===== config.mk =====
export PLATFORM = sky130hd
export DESIGN_NAME = load_store_unit_flat
export DESIGN_NICKNAME = d
export VERILOG_FILES = /design/src/rtl/load_store_unit_if.sv /design/src/rtl/load_store_unit.sv /design/src/flat_wrapper.sv
export SDC_FILE = /design/constraint.sdc
export NUM_CORES = 1
export LEC_CHECK = 0
export CAP_MARGIN = 20
export CORE_ASPECT_RATIO = 1.5
export CORE_MARGIN = 1.5
export CORE_UTILIZATION = 51
export CTS_BUF_LIST = sky130_fd_sc_hd__clkbuf_16
export DETAILED_ROUTE_END_ITERATION = 10
export GPL_TIMING_DRIVEN = 0
export PLACE_DENSITY = 0.87
export SYNTH_ARGS = -nofsm -noshare
export SYNTH_HDL_FRONTEND = slang
export SYNTH_SLANG_ARGS = --single-unit

===== constraint.sdc =====
create_clock -name clk -period 8.77 [get_ports clk]
set_input_delay 0.877 -clock clk [delete_from_list [all_inputs] [get_ports clk]]
set_output_delay 0.877 -clock clk [all_outputs]
set_load 0.005 [all_outputs]

===== src/rtl/load_store_unit_if.sv =====
// Bundle of request, response and byte-memory signals around the load/store unit.
// The slave modport is the unit itself; the master modport is its surroundings
// (execute stage issuing requests plus the byte-addressed memory array).
interface load_store_unit_if #(
  parameter int ADDR_W = 64
);
  logic              req_valid;
  logic              req_ready;
  logic              req_write;
  logic [2:0]        req_funct3;
  logic [ADDR_W-1:0] req_addr;
  logic [63:0]       req_wdata;
  logic              resp_valid;
  logic              resp_err;
  logic [63:0]       resp_rdata;
  logic              busy;
  logic [ADDR_W-1:0] mem_addr;
  logic              mem_we;
  logic              mem_re;
  logic [7:0]        mem_wdata;
  logic [7:0]        mem_rdata;

  modport slave (
    input  req_valid, req_write, req_funct3, req_addr, req_wdata, mem_rdata,
    output req_ready, resp_valid, resp_err, resp_rdata, busy,
           mem_addr, mem_we, mem_re, mem_wdata
  );

  modport master (
    output req_valid, req_write, req_funct3, req_addr, req_wdata, mem_rdata,
    input  req_ready, resp_valid, resp_err, resp_rdata, busy,
           mem_addr, mem_we, mem_re, mem_wdata
  );
endinterface


===== src/rtl/load_store_unit.sv =====
// Load/store unit: splits one sized request into little-endian single-byte
// memory accesses and returns the sign/zero-extended load result.
module load_store_unit #(
  parameter int ADDR_W = 64
) (
  input  logic               clk,
  input  logic               reset_n,
  load_store_unit_if.slave   bus
);

  typedef enum logic [1:0] {IDLE, XFER, DONE} state_t;

  state_t            state;
  state_t            next_state;
  logic              wr_q;
  logic [2:0]        f3_q;
  logic [ADDR_W-1:0] addr_q;
  logic [63:0]       wdata_q;
  logic [63:0]       asm_q;
  logic [63:0]       asm_next;
  logic [63:0]       rdata_q;
  logic [63:0]       ext_data;
  logic              err_q;
  logic [2:0]        cnt;
  logic [2:0]        last_idx;
  logic              illegal;

  // Index of the final byte: N-1 where N = 1 << size.
  assign last_idx = 3'((4'd1 << f3_q[1:0]) - 4'd1);

  // Stores have no unsigned forms; loads reject only the 111 encoding.
  assign illegal = bus.req_write ? bus.req_funct3[2] : (bus.req_funct3 == 3'b111);

  assign bus.mem_addr   = addr_q + ADDR_W'(cnt);
  assign bus.mem_wdata  = wdata_q[{cnt, 3'b000} +: 8];
  assign bus.resp_rdata = rdata_q;

  // Assembly register with the byte currently on the memory bus merged in.
  always_comb begin
    asm_next = asm_q;
    asm_next[{cnt, 3'b000} +: 8] = bus.mem_rdata;
  end

  // Sign- or zero-extend the assembled load to 64 bits.
  always_comb begin
    ext_data = 64'd0;
    case (f3_q)
      3'b000:  ext_data = {{56{asm_next[7]}},  asm_next[7:0]};
      3'b001:  ext_data = {{48{asm_next[15]}}, asm_next[15:0]};
      3'b010:  ext_data = {{32{asm_next[31]}}, asm_next[31:0]};
      3'b011:  ext_data = asm_next;
      3'b100:  ext_data = {56'd0, asm_next[7:0]};
      3'b101:  ext_data = {48'd0, asm_next[15:0]};
      3'b110:  ext_data = {32'd0, asm_next[31:0]};
      default: ext_data = 64'd0;
    endcase
  end

  // State register.
  always_ff @(posedge clk) begin
    if (!reset_n) state <= IDLE;
    else          state <= next_state;
  end

  // Next state and handshake/strobe outputs; strobes are masked by reset so a
  // write cannot land on the very edge that aborts the transaction.
  always_comb begin
    next_state     = state;
    bus.req_ready  = 1'b0;
    bus.busy       = 1'b0;
    bus.mem_we     = 1'b0;
    bus.mem_re     = 1'b0;
    bus.resp_valid = 1'b0;
    bus.resp_err   = 1'b0;
    case (state)
      IDLE: begin
        bus.req_ready = 1'b1;
        if (bus.req_valid) next_state = illegal ? DONE : XFER;
      end
      XFER: begin
        bus.busy   = 1'b1;
        bus.mem_we = wr_q & reset_n;
        bus.mem_re = ~wr_q & reset_n;
        if (cnt == last_idx) next_state = DONE;
      end
      DONE: begin
        bus.busy       = 1'b1;
        bus.resp_valid = 1'b1;
        bus.resp_err   = err_q;
        next_state     = IDLE;
      end
      default: next_state = IDLE;
    endcase
  end

  // Request capture, byte counter, load assembly and registered response data.
  always_ff @(posedge clk) begin
    if (!reset_n) begin
      wr_q    <= 1'b0;
      f3_q    <= 3'd0;
      addr_q  <= '0;
      wdata_q <= 64'd0;
      asm_q   <= 64'd0;
      rdata_q <= 64'd0;
      err_q   <= 1'b0;
      cnt     <= 3'd0;
    end else begin
      case (state)
        IDLE: begin
          if (bus.req_valid) begin
            wr_q    <= bus.req_write;
            f3_q    <= bus.req_funct3;
            addr_q  <= bus.req_addr;
            wdata_q <= bus.req_wdata;
            err_q   <= illegal;
            asm_q   <= 64'd0;
            rdata_q <= 64'd0;
            cnt     <= 3'd0;
          end
        end
        XFER: begin
          if (!wr_q) asm_q <= asm_next;
          if (cnt == last_idx) rdata_q <= wr_q ? 64'd0 : ext_data;
          else                 cnt <= cnt + 3'd1;
        end
        default: ;
      endcase
    end
  end

endmodule


===== src/flat_wrapper.sv =====
// flat-port wrapper written by rule: the top's interface ports become plain ports
module load_store_unit_flat 
#(
  parameter int ADDR_W = 64
)
  (clk, reset_n, bus_req_valid, bus_req_write, bus_req_funct3, bus_req_addr, bus_req_wdata, bus_mem_rdata, bus_req_ready, bus_resp_valid, bus_resp_err, bus_resp_rdata, bus_busy, bus_mem_addr, bus_mem_we, bus_mem_re, bus_mem_wdata);
  load_store_unit_if #(.ADDR_W(ADDR_W)) bus_i ();
  input  logic clk;
  input  logic reset_n;
  input wire logic [$bits(bus_i.req_valid)-1:0] bus_req_valid;
  input wire logic [$bits(bus_i.req_write)-1:0] bus_req_write;
  input wire logic [$bits(bus_i.req_funct3)-1:0] bus_req_funct3;
  input wire logic [$bits(bus_i.req_addr)-1:0] bus_req_addr;
  input wire logic [$bits(bus_i.req_wdata)-1:0] bus_req_wdata;
  input wire logic [$bits(bus_i.mem_rdata)-1:0] bus_mem_rdata;
  output wire logic [$bits(bus_i.req_ready)-1:0] bus_req_ready;
  output wire logic [$bits(bus_i.resp_valid)-1:0] bus_resp_valid;
  output wire logic [$bits(bus_i.resp_err)-1:0] bus_resp_err;
  output wire logic [$bits(bus_i.resp_rdata)-1:0] bus_resp_rdata;
  output wire logic [$bits(bus_i.busy)-1:0] bus_busy;
  output wire logic [$bits(bus_i.mem_addr)-1:0] bus_mem_addr;
  output wire logic [$bits(bus_i.mem_we)-1:0] bus_mem_we;
  output wire logic [$bits(bus_i.mem_re)-1:0] bus_mem_re;
  output wire logic [$bits(bus_i.mem_wdata)-1:0] bus_mem_wdata;
  assign bus_i.req_valid = bus_req_valid;
  assign bus_i.req_write = bus_req_write;
  assign bus_i.req_funct3 = bus_req_funct3;
  assign bus_i.req_addr = bus_req_addr;
  assign bus_i.req_wdata = bus_req_wdata;
  assign bus_i.mem_rdata = bus_mem_rdata;
  assign bus_req_ready = bus_i.req_ready;
  assign bus_resp_valid = bus_i.resp_valid;
  assign bus_resp_err = bus_i.resp_err;
  assign bus_resp_rdata = bus_i.resp_rdata;
  assign bus_busy = bus_i.busy;
  assign bus_mem_addr = bus_i.mem_addr;
  assign bus_mem_we = bus_i.mem_we;
  assign bus_mem_re = bus_i.mem_re;
  assign bus_mem_wdata = bus_i.mem_wdata;
  load_store_unit #(.ADDR_W(ADDR_W)) u_core (.clk(clk), .reset_n(reset_n), .bus(bus_i));
endmodule

## After elaboration in Yosys (flattened, before gate mapping)

Index checks and enable logic that the tools add are counted.

- Flip-flop bits (word level): 266
- Input bits: 143

- $add $sub $neg: 4
- Eq/ne operators: 14
- Shifts and indexed selects: 4
- Muxes and demuxes: 22
- Bitwise operators: 3
- Reduce and logical (&&, ||, !) cells: 9

Operators by type and width:

| operator | count |
|---|---|
| $pmux 64 s7 | 1 |
| $mux 64 | 4 |
| $pmux 64 s2 | 2 |
| $add 64x3->64 | 1 |
| $bwmux 64 | 1 |
| $shift 8x8->64 const A | 1 |
| $shiftx 64x7->8 | 1 |
| $shiftx 8x8->64 | 1 |
| $eq 3x3->1 const B | 4 |
| $reduce_and 3->1 | 3 |
| $neg 6->8 | 1 |
| $mux 1 | 7 |
| $eq 3x2->1 const B | 2 |
| $mux 2 | 3 |
| $mux 3 | 2 |
| $ne 2x2->1 const B | 3 |
| $pmux 3 s2 | 1 |
| $pmux 2 s2 | 1 |
| $reduce_and 2->1 | 2 |
| $add 3x1->3 const B | 1 |
| $eq 3x1->1 const B | 1 |
| $eq 3x3->1 | 1 |
| $logic_not 3->1 | 1 |
| $shl 1x2->3 const A | 1 |
| 9 further kinds | 10 |

## Longest topological paths before layout

- Word-level depth: 7
- Gate-level depth with buffers: 14
- Depth with buffers taken out: 8

## Worst setup path after synthesis

No wires, ideal clock.

- Path type: reg-to-output
- Start: reg u_core.cnt[1]
- End: out bus_mem_addr[46]
- Arrival: 2.906 ns
- Slack: 4.987 ns
- Cell stages (with the launch flop): 12
- Buffers on the path: 4
- Cell sequence: dfxtp_1 buf_6 clkbuf_1 buf_1 inv_1 fa_1 nand2b_1 a21oi_1 and3b_2 buf_6 nand4_1 xnor2_1

- Word-level cells in the longest chain between the ends: 1

Ends and longest elaborated chain:

| item | line | text |
|---|---|---|
| from (decl) | load_store_unit.sv:24 | `logic [2:0] cnt;` |
| from (signal assigned) | load_store_unit.sv:124 | `else cnt <= cnt + 3'd1;` |
| $add 64x3->64 | load_store_unit.sv:34 | `assign bus.mem_addr = addr_q + ADDR_W'(cnt);` |
| to (decl) | flat_wrapper.sv:21 | `output wire logic [$bits(bus_i.mem_addr)-1:0] bus_mem_addr;` |

No other way between the ends.

## Worst setup path in the final report

- Start: reg u_core.cnt[1]
- End: out bus_mem_addr[62]

Same word-level chain as after synthesis.

==> out/results.tsv <==
stage	metric	value	unit
place	dpl cells	2230	
logic_synthesis	synthesized area	13100	sq um
floorplan	Core ar.	25200	sq um
worst_hold_path	Hold Path Class	reg2reg	
routing	# DRC	0	
cts	Reg clk slew, reported paths	0.07	ns
grt	global-route usage over all layers	30.4	%
logic_synthesis	top-count cell post-synth	nand2_1	
cts	cts hold-fix bufs	0	
cts	CTS sink cnt	266	
setup_path	max incr delay on CP	0.56	ns
setup_path	R2R cell count	12	
power	VDD IR max	159	uV
setup_path	crit-path cells	buf_6, clkbuf_1, buf_1, inv_1, fa_1, nand2b_1, a21oi_1, nand2_2, nor4_2, xor2_1, clkdlybuf4s50_1	
floorplan	Starting Density	52.1	%
cts	setup bufs post-CTS	0	
logic_synthesis	post-synthesis sequential area ratio	40.5	%
setup_path	CP bufs+invs	5	
outcome	status	completed	
setup_path	R2R Setup Slk	4.13	ns
power	combinational share of power	18.2	%
timing	Min Clock Period, post-route	5.78	ns
logic_synthesis	top post-synthesis cells by area	dfxtp_1 40%, nand2_1 11%, a21oi_1 7.9%	
setup_path	cell family with most CP delay	buffers and inverters	
timing	fin crit share	65.9	%
setup_path	CP Capture Point	bus_mem_addr[62]	
place	hpwl dp	32.5	mm
floorplan	DIE AREA	26800	sq um
grt	vias in the first global route	12950	
logic_synthesis	post-synth top area share	40.5	%
routing	DR WL/cell	18.8	microns
power	switching power	0.832	mW
timing	FMAX	173	MHz
routing	drt pass-1 iters	5	
place	PortBufs	279	
timing	RSZ-0062 raised after global routing	false	
power	clock share of power	37.0	%
logic_synthesis	post-synth cell types	76	
logic_synthesis	Mapped Nets	1780	
timing	Setup Skew	0.0209	ns
routing	vias per cell	5.85	
floorplan	die height	200	microns
routing	Vias	13314	
timing	setup TNS	0	ns
place	routability cong.	0.964	
cts	clock buffer count from CTS	25	
power	share of power burned in registers	44.8	%
power	Leakage	6.02	nW
cts	latest clock arrival within the worst-skew pair	0.54	ns
grt	largest net degree at the start of global routing	16	
routing	Routed WL	42.8	mm
timing	fin worst setup slack	2.99	ns
cts	CTS tree	yes	
place	pre-CTS WS	3.59	ns
cts	Root Driver	clkbuf_16	
logic_synthesis	Yosys top cell by area	dfxtp_1	
setup_path	CP Data Required Time	7.89	ns
timing	Least-Margin Pin Slew	1.04	ns
setup_path	crit path kind	reg2out	
setup_path	R2R Path End	u_core.bus.resp_rdata[12]$_SDFFE_PN0P_	
final_layout	Layout Nets	2086	
timing	Fin. Hold Viols	0	
setup_path	Worst setup EP type	primary output	
logic_synthesis	main flop type after synthesis	dfxtp_1	
cts	H-tree Lvls	1	
final_layout	share of post-route cells with drive strength above 1	7.04	%
setup_path	Critical Path Stages	11	
setup_path	critical path data arrival time	4.90	ns
setup_path	Worst Path Max Fanout	10	
logic_synthesis	Post-synth top cells	381 x nand2_1, 266 x dfxtp_1, 207 x a21oi_1	
grt	initial antenna violation count	1	
setup_path	Worst Setup Start Kind	flip-flop	
setup_path	R2R Path Start	u_core.cnt[1]$_SDFFE_PN0P_	
logic_synthesis	EDFF count, synth	0	
power	Switching Fraction	28.3	%
cts	Max clock buf depth	3	
logic_synthesis	FFs w/ async S/R, synth	0	%
logic_synthesis	flops & latches, synth	266	
logic_synthesis	Post-Syn Instances	1623	
cts	post-cts resize count	0	
floorplan	Ports	285	
setup_path	slowest CP cell	clkdlybuf4s50_1	
floorplan	row cnt	71	
power	pwr dens	172	nW/um^2
routing	DRT antenna net count	0	
final_layout	synth-to-layout area growth	30.5	%
grt	first-pass GRT wire length	65.2	mm
final_layout	non-filler instance count after layout	2275	
power	Pwr Total	2.94	mW
timing	final setup violation count	0	
setup_path	worst setup path start	u_core.cnt[1]$_SDFFE_PN0P_	
timing	Max Slew Vio Count	0	
power	cell-internal power	2.11	mW
run	MaxCap Viol Count	0	
logic_synthesis	Synth Warn #	0	
grt	GR Overflow Total	0	
floorplan	DIE WIDTH	134	microns
routing	initial drt markers	940	
timing	Rel. slew slack	30.6	%
logic_synthesis	syn avg cell area	8.10	sq um
-- flip-flops by register name (all words and copies together) (netlist names) --
| register | count |
|---|---|
| u_core.asm_q | 64 |
| u_core.addr_q | 64 |
| u_core.wr_q | 1 |
| u_core.state | 2 |
| u_core.wdata_q | 64 |
| u_core.bus.resp_rdata | 64 |
| u_core.err_q | 1 |
| u_core.cnt | 3 |
| u_core.f3_q | 3 |
-- power by group through the flow --
stage | Combinational (mW) | Sequential (mW) | Clock, mW
final | 0.535 | 1.32 | 1.09
after floorplan | 0.284 | 1.33 | 0
after detailed placement | 0.525 | 1.34 | 0
after CTS | 0.530 | 1.32 | 1.09
after global routing | 0.577 | 1.32 | 1.14
after global placement | 0.515 | 1.34 | 0
-- worst min-delay path, delay by kind of cell, from the launching register on --
| family | cells | cell delay [ns] |
|---|---|---|
| AOI/OAI and AO/OA | 1 | 0.05 |
| DFF | 1 | 0.31 |
| and+or+nand+nor | 1 | 0.05 |
-- layout by cell type (no fill, tap or decap), drive strengths merged, types with 8 or more instances in the layout --
cell type / n
nand2: 382
clkdlybuf4s50: 279
dfxtp: 266
a21oi: 208
nor2: 135
clkbuf: 104
buf: 51
a311oi: 47
xnor2: 42
nand3: 35
nor3: 35
a22oi: 32
inv: 25
o21ai: 24
xor2: 22
nand4: 21
mux2i: 21
mux4: 16
a22o: 16
o2bb2ai: 16
nor4bb: 15
ha: 13
clkinv: 13
and3: 12
and2: 9
a211oi: 9
a221oi: 9
and4: 8
a2bb2oi: 8
-- routing by layer --
layer | wire length (microns) | track usage (%)
met3 | 3190 | 5.35
met4 | 2670 | 18.9
met5 | 0 | 0
met2 | 21200 | 53.6
met1 | 15700 | 34.0
-- cell families after synthesis --
kind of cell               after synthesis  synth area share [%]
AOI/OAI and AO/OA                      390                  19.6
xor gates and xnor gates                64                  4.26
adders and majority gates               14                  1.39
buffers and inverters                  153                  5.16
DFF                                    266                  40.5
muxes                                   43                  4.85
and+or+nand+nor                        693                  24.3
-- through the flow --
step / util, % / hold WS [ns] / instance area, sq um
after floorplan: - / 0.428 / 13100
after global placement: 64.8 / 0.434 / 16400
after detailed placement: 64.8 / 0.441 / 16400
after CTS: 68.0 / 0.451 / 17200
after global routing: 68.0 / 0.466 / 17200
final: 68.0 / 0.453 / 17200
-- worst min path at each step --
stage                                      start                            to  slack (ns)  depth (start not counted)
global placement    u_core.asm_q[5]$_SDFFE_PN0P_  u_core.asm_q[5]$_SDFFE_PN0P_        0.43                          2
CTS                 u_core.asm_q[0]$_SDFFE_PN0P_  u_core.asm_q[0]$_SDFFE_PN0P_        0.45                          2
floorplan           u_core.asm_q[0]$_SDFFE_PN0P_  u_core.asm_q[0]$_SDFFE_PN0P_        0.43                          2
finish              u_core.asm_q[0]$_SDFFE_PN0P_  u_core.asm_q[0]$_SDFFE_PN0P_        0.45                          2
global route        u_core.asm_q[0]$_SDFFE_PN0P_  u_core.asm_q[0]$_SDFFE_PN0P_        0.47                          2
detailed placement  u_core.asm_q[0]$_SDFFE_PN0P_  u_core.asm_q[0]$_SDFFE_PN0P_        0.44                          2
-- final cells by class --
type | count | area, sq um
Fill cell | 2013 | 8080
Multi-Input combinational cell | 1204 | 7150
Sequential cell | 266 | 5330
Timing Repair Buffer | 279 | 2790
Clock buffer | 25 | 626
Buffer | 130 | 592
Tap cell | 328 | 410
Clock inverter | 19 | 174
Inverter | 23 | 86.3
Antenna cell | 1 | 2.50
No activity file was read; power rests on OpenSTA's default activity.
